===== src/rtl/i2c_bus_sequencer_if.sv =====
// Command / shifter handshake and pad-mux bus of the I2C master sequencer.
// master: the sequencer itself; slave: the command source, shifters and pad mux.
interface i2c_bus_sequencer_if;
  logic       cmd_valid;
  logic [1:0] cmd;
  logic       cmd_ready;
  logic       cmd_done;
  logic       error;
  logic       busy;
  logic       tx_start;
  logic       tx_done;
  logic       rx_start;
  logic       rx_done;
  logic [1:0] drive_select;
  logic       start_stop_SDA;
  logic       start_stop_SCL;

  modport master (
    input  cmd_valid, cmd, tx_done, rx_done,
    output cmd_ready, cmd_done, error, busy, tx_start, rx_start,
    output drive_select, start_stop_SDA, start_stop_SCL
  );

  modport slave (
    output cmd_valid, cmd, tx_done, rx_done,
    input  cmd_ready, cmd_done, error, busy, tx_start, rx_start,
    input  drive_select, start_stop_SDA, start_stop_SCL
  );
endinterface


===== src/rtl/i2c_bus_sequencer.sv =====
// I2C master bus sequencer: generates START / repeated-START / STOP waveforms,
// selects the SDA/SCL pad source and hands the bus to the TX/RX byte shifters.
// Optional byte watchdog enabled by defining I2C_SEQ_TIMEOUT_EN.
module i2c_bus_sequencer #(
  parameter int unsigned CLK_DIV = 4,
  parameter int unsigned TIMEOUT = 1024
) (
  input logic                 clk,
  input logic                 n_rst,
  i2c_bus_sequencer_if.master bus
);

  localparam logic [1:0] CmdStart = 2'd0;
  localparam logic [1:0] CmdWrite = 2'd1;
  localparam logic [1:0] CmdRead  = 2'd2;
  localparam logic [1:0] CmdStop  = 2'd3;

  localparam int unsigned    CntW    = $clog2(CLK_DIV + 1);
  localparam logic [CntW-1:0] CntLoad = CntW'(CLK_DIV - 1);

  if (CLK_DIV < 1 || TIMEOUT < 1) begin : g_bad_param
    $error("i2c_bus_sequencer: CLK_DIV and TIMEOUT must be >= 1");
  end

  typedef enum logic [3:0] {
    StIdle, StSr, StSa, StSb, StSc, StHold, StTx, StRx, StPa, StPb, StPc
  } state_e;

  state_e          state_q, state_d;
  logic [CntW-1:0] cnt_q;
  logic [1:0]      drv_q;
  logic            sda_q, scl_q;
  logic            done_q, done_d;
  logic            err_q, err_d;
  logic            tx_start_q, tx_start_d;
  logic            rx_start_q, rx_start_d;
  logic            busy_q, ready_q;
  logic            accept, phase_done;

  // Pad-mux source and generator levels for each state: {drive_select, SDA, SCL}.
  function automatic logic [3:0] wave(state_e s);
    case (s)
      StIdle:  wave = {2'd0, 1'b1, 1'b1};
      StSr:    wave = {2'd1, 1'b1, 1'b0};
      StSa:    wave = {2'd1, 1'b1, 1'b1};
      StSb:    wave = {2'd1, 1'b0, 1'b1};
      StSc:    wave = {2'd1, 1'b0, 1'b0};
      StHold:  wave = {2'd1, 1'b0, 1'b0};
      StTx:    wave = {2'd3, 1'b0, 1'b0};
      StRx:    wave = {2'd2, 1'b0, 1'b0};
      StPa:    wave = {2'd1, 1'b0, 1'b0};
      StPb:    wave = {2'd1, 1'b0, 1'b1};
      StPc:    wave = {2'd1, 1'b1, 1'b1};
      default: wave = {2'd0, 1'b1, 1'b1};
    endcase
  endfunction

  assign accept     = bus.cmd_valid && ready_q;
  assign phase_done = (cnt_q == '0);

`ifdef I2C_SEQ_TIMEOUT_EN
  localparam int unsigned   WdW    = $clog2(TIMEOUT + 1);
  localparam logic [WdW-1:0] WdLast = WdW'(TIMEOUT - 1);

  logic [WdW-1:0] wdog_q;
  logic           abort_q;
  logic           wd_expired;

  assign wd_expired = (wdog_q == WdLast);

  // Byte watchdog plus a flag that suppresses cmd_done for the abort STOP.
  always_ff @(posedge clk) begin
    if (!n_rst) begin
      wdog_q  <= '0;
      abort_q <= 1'b0;
    end else begin
      if (state_d != state_q) begin
        wdog_q <= '0;
      end else if (state_q == StTx || state_q == StRx) begin
        wdog_q <= wdog_q + WdW'(1);
      end
      if ((state_q == StTx || state_q == StRx) && state_d == StPa) begin
        abort_q <= 1'b1;
      end else if (state_d == StIdle) begin
        abort_q <= 1'b0;
      end
    end
  end
`endif

  // Next state and the one-cycle pulses that accompany each transition.
  always_comb begin
    state_d    = state_q;
    done_d     = 1'b0;
    err_d      = 1'b0;
    tx_start_d = 1'b0;
    rx_start_d = 1'b0;
    case (state_q)
      StIdle: begin
        if (accept) begin
          case (bus.cmd)
            CmdStart: state_d = StSa;
            CmdStop:  done_d  = 1'b1;
            default:  err_d   = 1'b1;
          endcase
        end
      end
      StSr: if (phase_done) state_d = StSa;
      StSa: if (phase_done) state_d = StSb;
      StSb: if (phase_done) state_d = StSc;
      StSc: begin
        if (phase_done) begin
          state_d = StHold;
          done_d  = 1'b1;
        end
      end
      StHold: begin
        if (accept) begin
          case (bus.cmd)
            CmdWrite: begin
              state_d    = StTx;
              tx_start_d = 1'b1;
            end
            CmdRead: begin
              state_d    = StRx;
              rx_start_d = 1'b1;
            end
            CmdStart: state_d = StSr;
            CmdStop:  state_d = StPa;
            default:  state_d = StHold;
          endcase
        end
      end
      // done is ignored on the start-pulse cycle; the shifter has not begun yet.
      StTx: begin
        if (!tx_start_q && bus.tx_done) begin
          state_d = StHold;
          done_d  = 1'b1;
        end
`ifdef I2C_SEQ_TIMEOUT_EN
        else if (wd_expired) begin
          state_d = StPa;
          err_d   = 1'b1;
        end
`endif
      end
      StRx: begin
        if (!rx_start_q && bus.rx_done) begin
          state_d = StHold;
          done_d  = 1'b1;
        end
`ifdef I2C_SEQ_TIMEOUT_EN
        else if (wd_expired) begin
          state_d = StPa;
          err_d   = 1'b1;
        end
`endif
      end
      StPa: if (phase_done) state_d = StPb;
      StPb: if (phase_done) state_d = StPc;
      StPc: begin
        if (phase_done) begin
          state_d = StIdle;
`ifdef I2C_SEQ_TIMEOUT_EN
          done_d  = !abort_q;
`else
          done_d  = 1'b1;
`endif
        end
      end
      default: state_d = StIdle;
    endcase
  end

  // State, phase counter and all outputs registered together so the pad mux
  // source and the waveform levels always switch on the same edge.
  always_ff @(posedge clk) begin
    if (!n_rst) begin
      state_q    <= StIdle;
      cnt_q      <= '0;
      drv_q      <= 2'd0;
      sda_q      <= 1'b1;
      scl_q      <= 1'b1;
      done_q     <= 1'b0;
      err_q      <= 1'b0;
      tx_start_q <= 1'b0;
      rx_start_q <= 1'b0;
      busy_q     <= 1'b0;
      ready_q    <= 1'b1;
    end else begin
      state_q                <= state_d;
      {drv_q, sda_q, scl_q}  <= wave(state_d);
      done_q                 <= done_d;
      err_q                  <= err_d;
      tx_start_q             <= tx_start_d;
      rx_start_q             <= rx_start_d;
      busy_q                 <= (state_d != StIdle);
      ready_q                <= (state_d == StIdle) || (state_d == StHold);
      if (state_d != state_q) begin
        cnt_q <= CntLoad;
      end else if (cnt_q != '0) begin
        cnt_q <= cnt_q - CntW'(1);
      end
    end
  end

  assign bus.cmd_ready      = ready_q;
  assign bus.cmd_done       = done_q;
  assign bus.error          = err_q;
  assign bus.busy           = busy_q;
  assign bus.tx_start       = tx_start_q;
  assign bus.rx_start       = rx_start_q;
  assign bus.drive_select   = drv_q;
  assign bus.start_stop_SDA = sda_q;
  assign bus.start_stop_SCL = scl_q;

endmodule


===== src/flat_wrapper.sv =====
// flat-port wrapper written by rule: the top's interface ports become plain ports
module i2c_bus_sequencer_flat 
#(
  parameter int unsigned CLK_DIV = 4,
  parameter int unsigned TIMEOUT = 1024
)
  (clk, n_rst, bus_cmd_valid, bus_cmd, bus_tx_done, bus_rx_done, bus_cmd_ready, bus_cmd_done, bus_error, bus_busy, bus_tx_start, bus_rx_start, bus_drive_select, bus_start_stop_SDA, bus_start_stop_SCL);
  i2c_bus_sequencer_if bus_i ();
  input logic clk;
  input logic n_rst;
  input wire logic [$bits(bus_i.cmd_valid)-1:0] bus_cmd_valid;
  input wire logic [$bits(bus_i.cmd)-1:0] bus_cmd;
  input wire logic [$bits(bus_i.tx_done)-1:0] bus_tx_done;
  input wire logic [$bits(bus_i.rx_done)-1:0] bus_rx_done;
  output wire logic [$bits(bus_i.cmd_ready)-1:0] bus_cmd_ready;
  output wire logic [$bits(bus_i.cmd_done)-1:0] bus_cmd_done;
  output wire logic [$bits(bus_i.error)-1:0] bus_error;
  output wire logic [$bits(bus_i.busy)-1:0] bus_busy;
  output wire logic [$bits(bus_i.tx_start)-1:0] bus_tx_start;
  output wire logic [$bits(bus_i.rx_start)-1:0] bus_rx_start;
  output wire logic [$bits(bus_i.drive_select)-1:0] bus_drive_select;
  output wire logic [$bits(bus_i.start_stop_SDA)-1:0] bus_start_stop_SDA;
  output wire logic [$bits(bus_i.start_stop_SCL)-1:0] bus_start_stop_SCL;
  assign bus_i.cmd_valid = bus_cmd_valid;
  assign bus_i.cmd = bus_cmd;
  assign bus_i.tx_done = bus_tx_done;
  assign bus_i.rx_done = bus_rx_done;
  assign bus_cmd_ready = bus_i.cmd_ready;
  assign bus_cmd_done = bus_i.cmd_done;
  assign bus_error = bus_i.error;
  assign bus_busy = bus_i.busy;
  assign bus_tx_start = bus_i.tx_start;
  assign bus_rx_start = bus_i.rx_start;
  assign bus_drive_select = bus_i.drive_select;
  assign bus_start_stop_SDA = bus_i.start_stop_SDA;
  assign bus_start_stop_SCL = bus_i.start_stop_SCL;
  i2c_bus_sequencer #(.CLK_DIV(CLK_DIV), .TIMEOUT(TIMEOUT)) u_core (.clk(clk), .n_rst(n_rst), .bus(bus_i));
endmodule

===== config.mk =====
export PLATFORM = sky130hd
export DESIGN_NAME = i2c_bus_sequencer_flat
export DESIGN_NICKNAME = d
export VERILOG_FILES = /design/src/rtl/i2c_bus_sequencer_if.sv /design/src/rtl/i2c_bus_sequencer.sv /design/src/flat_wrapper.sv
export SDC_FILE = /design/constraint.sdc
export NUM_CORES = 1
export LEC_CHECK = 0
export ABC_AREA = 1
export CORE_MARGIN = 1.5
export CORE_UTILIZATION = 49
export DETAILED_ROUTE_END_ITERATION = 7
export PLACE_DENSITY_LB_ADDON = 0.1
export SYNTH_ARGS = -nofsm -noshare
export SYNTH_HDL_FRONTEND = slang
export SYNTH_SLANG_ARGS = --single-unit

===== constraint.sdc =====
create_clock -name clk -period 3.4 [get_ports clk]
set_clock_uncertainty 0.15 [all_clocks]
set_input_delay 0.68 -clock clk [delete_from_list [all_inputs] [get_ports clk]]
set_output_delay 0.68 -clock clk [all_outputs]
set_load 0.02 [all_outputs]

==> run_summary.xml <==
<?xml version="1.0" encoding="UTF-8"?>
<metrics>
  <group name="outcome">
    <metric name="outcome" unit="">complete, no violations</metric>
  </group>
  <group name="cells_and_area">
    <metric name="syn2layout_area_growth" unit="%">19.1</metric>
    <metric name="multiInputGateArea" unit="um^2">727</metric>
    <metric name="design_area" unit="um^2">1390</metric>
    <metric name="layout.filler_cells" unit="">219</metric>
    <metric name="antennaDiodeCount" unit="">0</metric>
    <metric name="layout.nets" unit="">197</metric>
    <metric name="regArea" unit="um^2">340</metric>
    <metric name="layout.core_utilization" unit="%">62.3</metric>
    <metric name="drive_gt1_share" unit="%">24.6</metric>
  </group>
  <group name="setup_path">
    <metric name="cell_at_the_slowest_stage_of_the_critical_path" unit="">sky130_fd_sc_hd__clkdlybuf4s50_1</metric>
    <metric name="reg2reg_slack" unit="ns">1.45</metric>
    <metric name="worstReg2RegEnd" unit="">u_core.cnt_q[1]</metric>
    <metric name="crit_chain" unit="">clkdlybuf4s50_1 &gt; inv_1 &gt; ha_1 &gt; inv_1 &gt; nand2_1 &gt; nand3_4 &gt; inv_2 &gt; nor2_2 &gt; nand3_2 &gt; nand2_1 &gt; nand2_2 &gt; nor2_2 &gt; a21oi_1</metric>
    <metric name="critical_path_depth" unit="">13</metric>
    <metric name="timing.critical_path.from" unit="">bus_cmd[0]</metric>
    <metric name="cp.buffers_inverters" unit="">4</metric>
    <metric name="critical_path.endpoint" unit="">u_core.cnt_q[1]</metric>
    <metric name="critical_path_class" unit="">in2reg</metric>
    <metric name="path_delay_family" unit="">simple AND/OR/NAND/NOR gates</metric>
    <metric name="critical_path_peak_fanout" unit="">4</metric>
    <metric name="worst_ep_arrival_time" unit="ns">2.43</metric>
    <metric name="crit_path_end_kind" unit="">register</metric>
    <metric name="critPathRequiredTime" unit="ns">3.45</metric>
    <metric name="crit_path_max_incr_delay" unit="ns">0.51</metric>
    <metric name="startpoint_type" unit="">input pin</metric>
    <metric name="timing.reg2reg.worst_path_depth" unit="">12</metric>
    <metric name="r2r_start" unit="">u_core.cnt_q[0]</metric>
  </group>
  <group name="die">
    <metric name="core_area" unit="um^2">2230</metric>
    <metric name="core.rowCount" unit="">17</metric>
    <metric name="io_pins" unit="">17</metric>
    <metric name="initial_utilization" unit="%">52.3</metric>
    <metric name="fp.dieW" unit="um">51.8</metric>
    <metric name="floorplan.die_area" unit="um^2">2690</metric>
    <metric name="die_height" unit="um">51.8</metric>
  </group>
  <group name="drt">
    <metric name="final_routed_wirelength_across_all_metal_layers" unit="um">2410</metric>
    <metric name="drtAntennaViolNets" unit="">0</metric>
    <metric name="remaining_drc_errors" unit="">0</metric>
    <metric name="number_of_iterations_in_the_first_detailed_routing_pass" unit="">4</metric>
    <metric name="detail_route.wl_per_cell" unit="um">11.4</metric>
    <metric name="dr.first_iter.drc_count" unit="">23</metric>
    <metric name="via_count" unit="">1055</metric>
    <metric name="viasPerCell" unit="">5.00</metric>
  </group>
  <group name="sta">
    <metric name="worst_slew_pin_slew" unit="ns">0.357</metric>
    <metric name="rsz_0062_raised_after_global_routing" unit="">no</metric>
    <metric name="min_period_over_period" unit="%">70.2</metric>
    <metric name="setup_total_negative_slack" unit="ns">0</metric>
    <metric name="finalSetupViolations" unit="">0</metric>
    <metric name="number_of_failing_hold_endpoints_at_the_final_stage" unit="">0</metric>
    <metric name="maxSlewHeadroom" unit="%">75.6</metric>
    <metric name="final_slew_viol_count" unit="">0</metric>
    <metric name="layout_min_cycle_time" unit="ns">2.39</metric>
    <metric name="fmaxAchievable" unit="MHz">419</metric>
  </group>
  <group name="clocking">
    <metric name="clock_tree.buffer_depth" unit="">2</metric>
    <metric name="cts_repair_resize_count" unit="">0</metric>
    <metric name="cts_buffers" unit="">3</metric>
    <metric name="worst_skew_pair.late_latency" unit="ns">0.30</metric>
    <metric name="cts.hold.buffers_added" unit="">0</metric>
    <metric name="cts_max_level" unit="">1</metric>
    <metric name="clock_pin_transition_on_the_worst_setup_and_hold_timing_paths" unit="ns">0.11</metric>
    <metric name="clock_sinks" unit="">17</metric>
    <metric name="cts.repair_timing.setup_buffer_count" unit="">0</metric>
    <metric name="cts_tree" unit="">yes</metric>
    <metric name="clockRootBuffer" unit="">sky130_fd_sc_hd__clkbuf_4</metric>
  </group>
  <group name="synthesis">
    <metric name="synth_top_cells_by_count" unit="">sky130_fd_sc_hd__nand2_1, sky130_fd_sc_hd__dfxtp_1, sky130_fd_sc_hd__nor2_1</metric>
    <metric name="synth.ff_latch_count" unit="">17</metric>
    <metric name="synth_top_area_cell" unit="">sky130_fd_sc_hd__dfxtp_1</metric>
    <metric name="syn_area" unit="um^2">1170</metric>
    <metric name="ys_types" unit="">28</metric>
    <metric name="synth-seq-area-share" unit="%">29.1</metric>
    <metric name="synth_area_leaders" unit="">sky130_fd_sc_hd__dfxtp_1, sky130_fd_sc_hd__nand2_1, sky130_fd_sc_hd__ha_1</metric>
    <metric name="ys_async_sr_fraction" unit="%">0</metric>
    <metric name="synth_top_area_share" unit="%">29.1</metric>
    <metric name="synthesis.nets" unit="">176</metric>
    <metric name="synth_warnings" unit="">0</metric>
    <metric name="yosysMostFrequentCell" unit="">sky130_fd_sc_hd__nand2_1</metric>
    <metric name="synth_area_per_cell" unit="um^2">7.17</metric>
    <metric name="netlist_instances" unit="">163</metric>
    <metric name="number_of_synthesized_flops_with_an_enable_pin" unit="">0</metric>
    <metric name="ys_dominant_reg_cell" unit="">sky130_fd_sc_hd__dfxtp_1</metric>
  </group>
  <group name="grt">
    <metric name="grtUsageTotal" unit="%">21.5</metric>
    <metric name="grt_antenna_before_repair" unit="">0</metric>
    <metric name="grt_pass1_vias" unit="">994</metric>
    <metric name="grt_remaining_overflow" unit="">0</metric>
    <metric name="pin_count_of_the_biggest_net_entering_global_routing" unit="">11</metric>
    <metric name="first_pass_grt_wire_length" unit="um">4220</metric>
  </group>
  <group name="power">
    <metric name="ir_drop" unit="mV">0.423</metric>
    <metric name="power_density" unit="nW/um^2">473</metric>
    <metric name="power.static_leakage" unit="nW">0.677</metric>
  </group>
  <group name="place">
    <metric name="io_buffers" unit="">16</metric>
    <metric name="place_area" unit="um^2">1360</metric>
    <metric name="gp_routability_congestion" unit="">0.904</metric>
    <metric name="dpl_hpwl" unit="um">1910</metric>
  </group>
  <group name="flow_run">
    <metric name="drv.max_cap_violation_count" unit="">0</metric>
  </group>
  <group name="hold_path">
    <metric name="min_path_type" unit="">reg2reg</metric>
  </group>
</metrics>
-- worst min-delay path by stage --
stage | startpoint | depth (start not counted) | to
after floorplan | u_core.cnt_q[1] | 2 | u_core.cnt_q[1]
after global placement | u_core.cnt_q[0] | 2 | u_core.cnt_q[0]
after detailed placement | u_core.cnt_q[0] | 2 | u_core.cnt_q[0]
after CTS | u_core.bus.cmd_ready | 2 | u_core.bus.error
after global routing | u_core.cnt_q[0] | 2 | u_core.cnt_q[0]
final | u_core.bus.cmd_ready | 2 | u_core.bus.error
-- per-stage QoR --
step	instances	total power, mW	setup slack [ns]	hold WS [ns]
floorplan	163	0.471	1.37	0.379
global placement	207	0.539	0.724	0.402
detailed placement	207	0.548	0.676	0.406
CTS	211	0.661	1.00	0.433
global route	211	0.705	0.796	0.465
finish	211	0.658	1.01	0.429
-- sequential cells by signal, summed over array words and instances (netlist names) --
register	cells
u_core.bus.cmd_ready	1
u_core.bus.start_stop_SDA	1
u_core.bus.tx_start	1
u_core.bus.cmd_done	1
u_core.bus.start_stop_SCL	1
u_core.cnt_q	3
u_core.bus.error	1
u_core.state_q	4
u_core.bus.drive_select	2
u_core.bus.busy	1
u_core.bus.rx_start	1
-- worst register-to-register path, stage by stage, from the launching register on --
cell and delay [ns]:
sky130_fd_sc_hd__dfxtp_1 0.34, sky130_fd_sc_hd__inv_1 0.08, sky130_fd_sc_hd__ha_1 0.14, sky130_fd_sc_hd__inv_1 0.06, sky130_fd_sc_hd__nor2_4 0.21, sky130_fd_sc_hd__inv_1 0.15, sky130_fd_sc_hd__nor2_1 0.17, sky130_fd_sc_hd__nand3b_4 0.16
sky130_fd_sc_hd__nor2_4 0.06, sky130_fd_sc_hd__nand2_1 0.07, sky130_fd_sc_hd__nand2_2 0.07, sky130_fd_sc_hd__nor2_2 0.12, sky130_fd_sc_hd__a21oi_1 0.07
-- routing by layer --
| layer | part of all wire [%] | vias to the layer above | GRT usage, % | wire length [um] |
|---|---|---|---|---|
| met5 | 0 | - | 0 | 0 |
| met4 | 1.9 | 0 | 10.1 | 46 |
| met3 | 4.0 | 5 | 3.74 | 97 |
| met2 | 43 | 25 | 33.1 | 1030 |
| met1 | 51 | 474 | 29.0 | 1230 |
| li1 | - | 551 | - | - |
-- cells in the final DEF, fill, tap and decap left out --
cell type | synthesis | routed
sky130_fd_sc_hd__a21oi_1 | 6 | 6
sky130_fd_sc_hd__xor2_1 | 2 | 2
sky130_fd_sc_hd__inv_2 | 10 | 10
sky130_fd_sc_hd__clkinv_1 | 3 | 3
sky130_fd_sc_hd__dfxtp_1 | 17 | 17
sky130_fd_sc_hd__nor3_2 | 1 | 1
sky130_fd_sc_hd__nand2_2 | 10 | 10
sky130_fd_sc_hd__clkinv_2 | 0 | 1
sky130_fd_sc_hd__ha_1 | 6 | 6
sky130_fd_sc_hd__o211ai_1 | 1 | 1
sky130_fd_sc_hd__nor4_1 | 1 | 1
sky130_fd_sc_hd__o21ai_1 | 1 | 1
sky130_fd_sc_hd__nand2_4 | 3 | 3
sky130_fd_sc_hd__o21ai_2 | 1 | 1
sky130_fd_sc_hd__nor3_1 | 3 | 3
sky130_fd_sc_hd__o21ai_0 | 4 | 4
sky130_fd_sc_hd__nor2_2 | 4 | 4
sky130_fd_sc_hd__nand2_1 | 40 | 40
sky130_fd_sc_hd__a21oi_2 | 1 | 1
sky130_fd_sc_hd__nand3_2 | 3 | 3
sky130_fd_sc_hd__nand4_2 | 1 | 1
sky130_fd_sc_hd__clkdlybuf4s50_1 | 0 | 16
sky130_fd_sc_hd__clkbuf_4 | 0 | 3
sky130_fd_sc_hd__nand3_4 | 2 | 2
sky130_fd_sc_hd__inv_1 | 14 | 14
sky130_fd_sc_hd__a2111oi_0 | 1 | 1
sky130_fd_sc_hd__a21oi_4 | 1 | 1
sky130_fd_sc_hd__nor2_1 | 16 | 16
sky130_fd_sc_hd__nor2_4 | 3 | 3
sky130_fd_sc_hd__nand3_1 | 7 | 7
sky130_fd_sc_hd__nand3b_4 | 1 | 1
-- cell type report --
type / count / share of cell area, %
flip-flops and latches: 17 / 24.5
inverters: 27 / 7.28
well taps: 28 / 2.52
repair buffers: 16 / 11.5
clock buffers: 3 / 1.62
clock inverters: 1 / 0.360
multi-input cells: 119 / 52.2
-- report_power, final --
| part | internal, mW | switching, mW | leakage (nW) |
|---|---|---|---|
| Sequential | 0.230 | 0.0226 | 0.139 |
| Combinational | 0.108 | 0.182 | 0.520 |
| Clock | 0.0439 | 0.0716 | 0.0177 |
| Total | 0.382 | 0.276 | 0.677 |
-- kinds of logic after synthesis --
group | count (synthesis) | synth area share, %
xor gates and xnor gates | 2 | 1.50
AOI/OAI and AO/OA | 16 | 8.99
buffers and inverters | 27 | 8.67
adders and majority gates | 6 | 6.42
and+or+nand+nor | 95 | 45.3
DFF | 17 | 29.1
No activity file was read; power rests on OpenSTA's default activity.
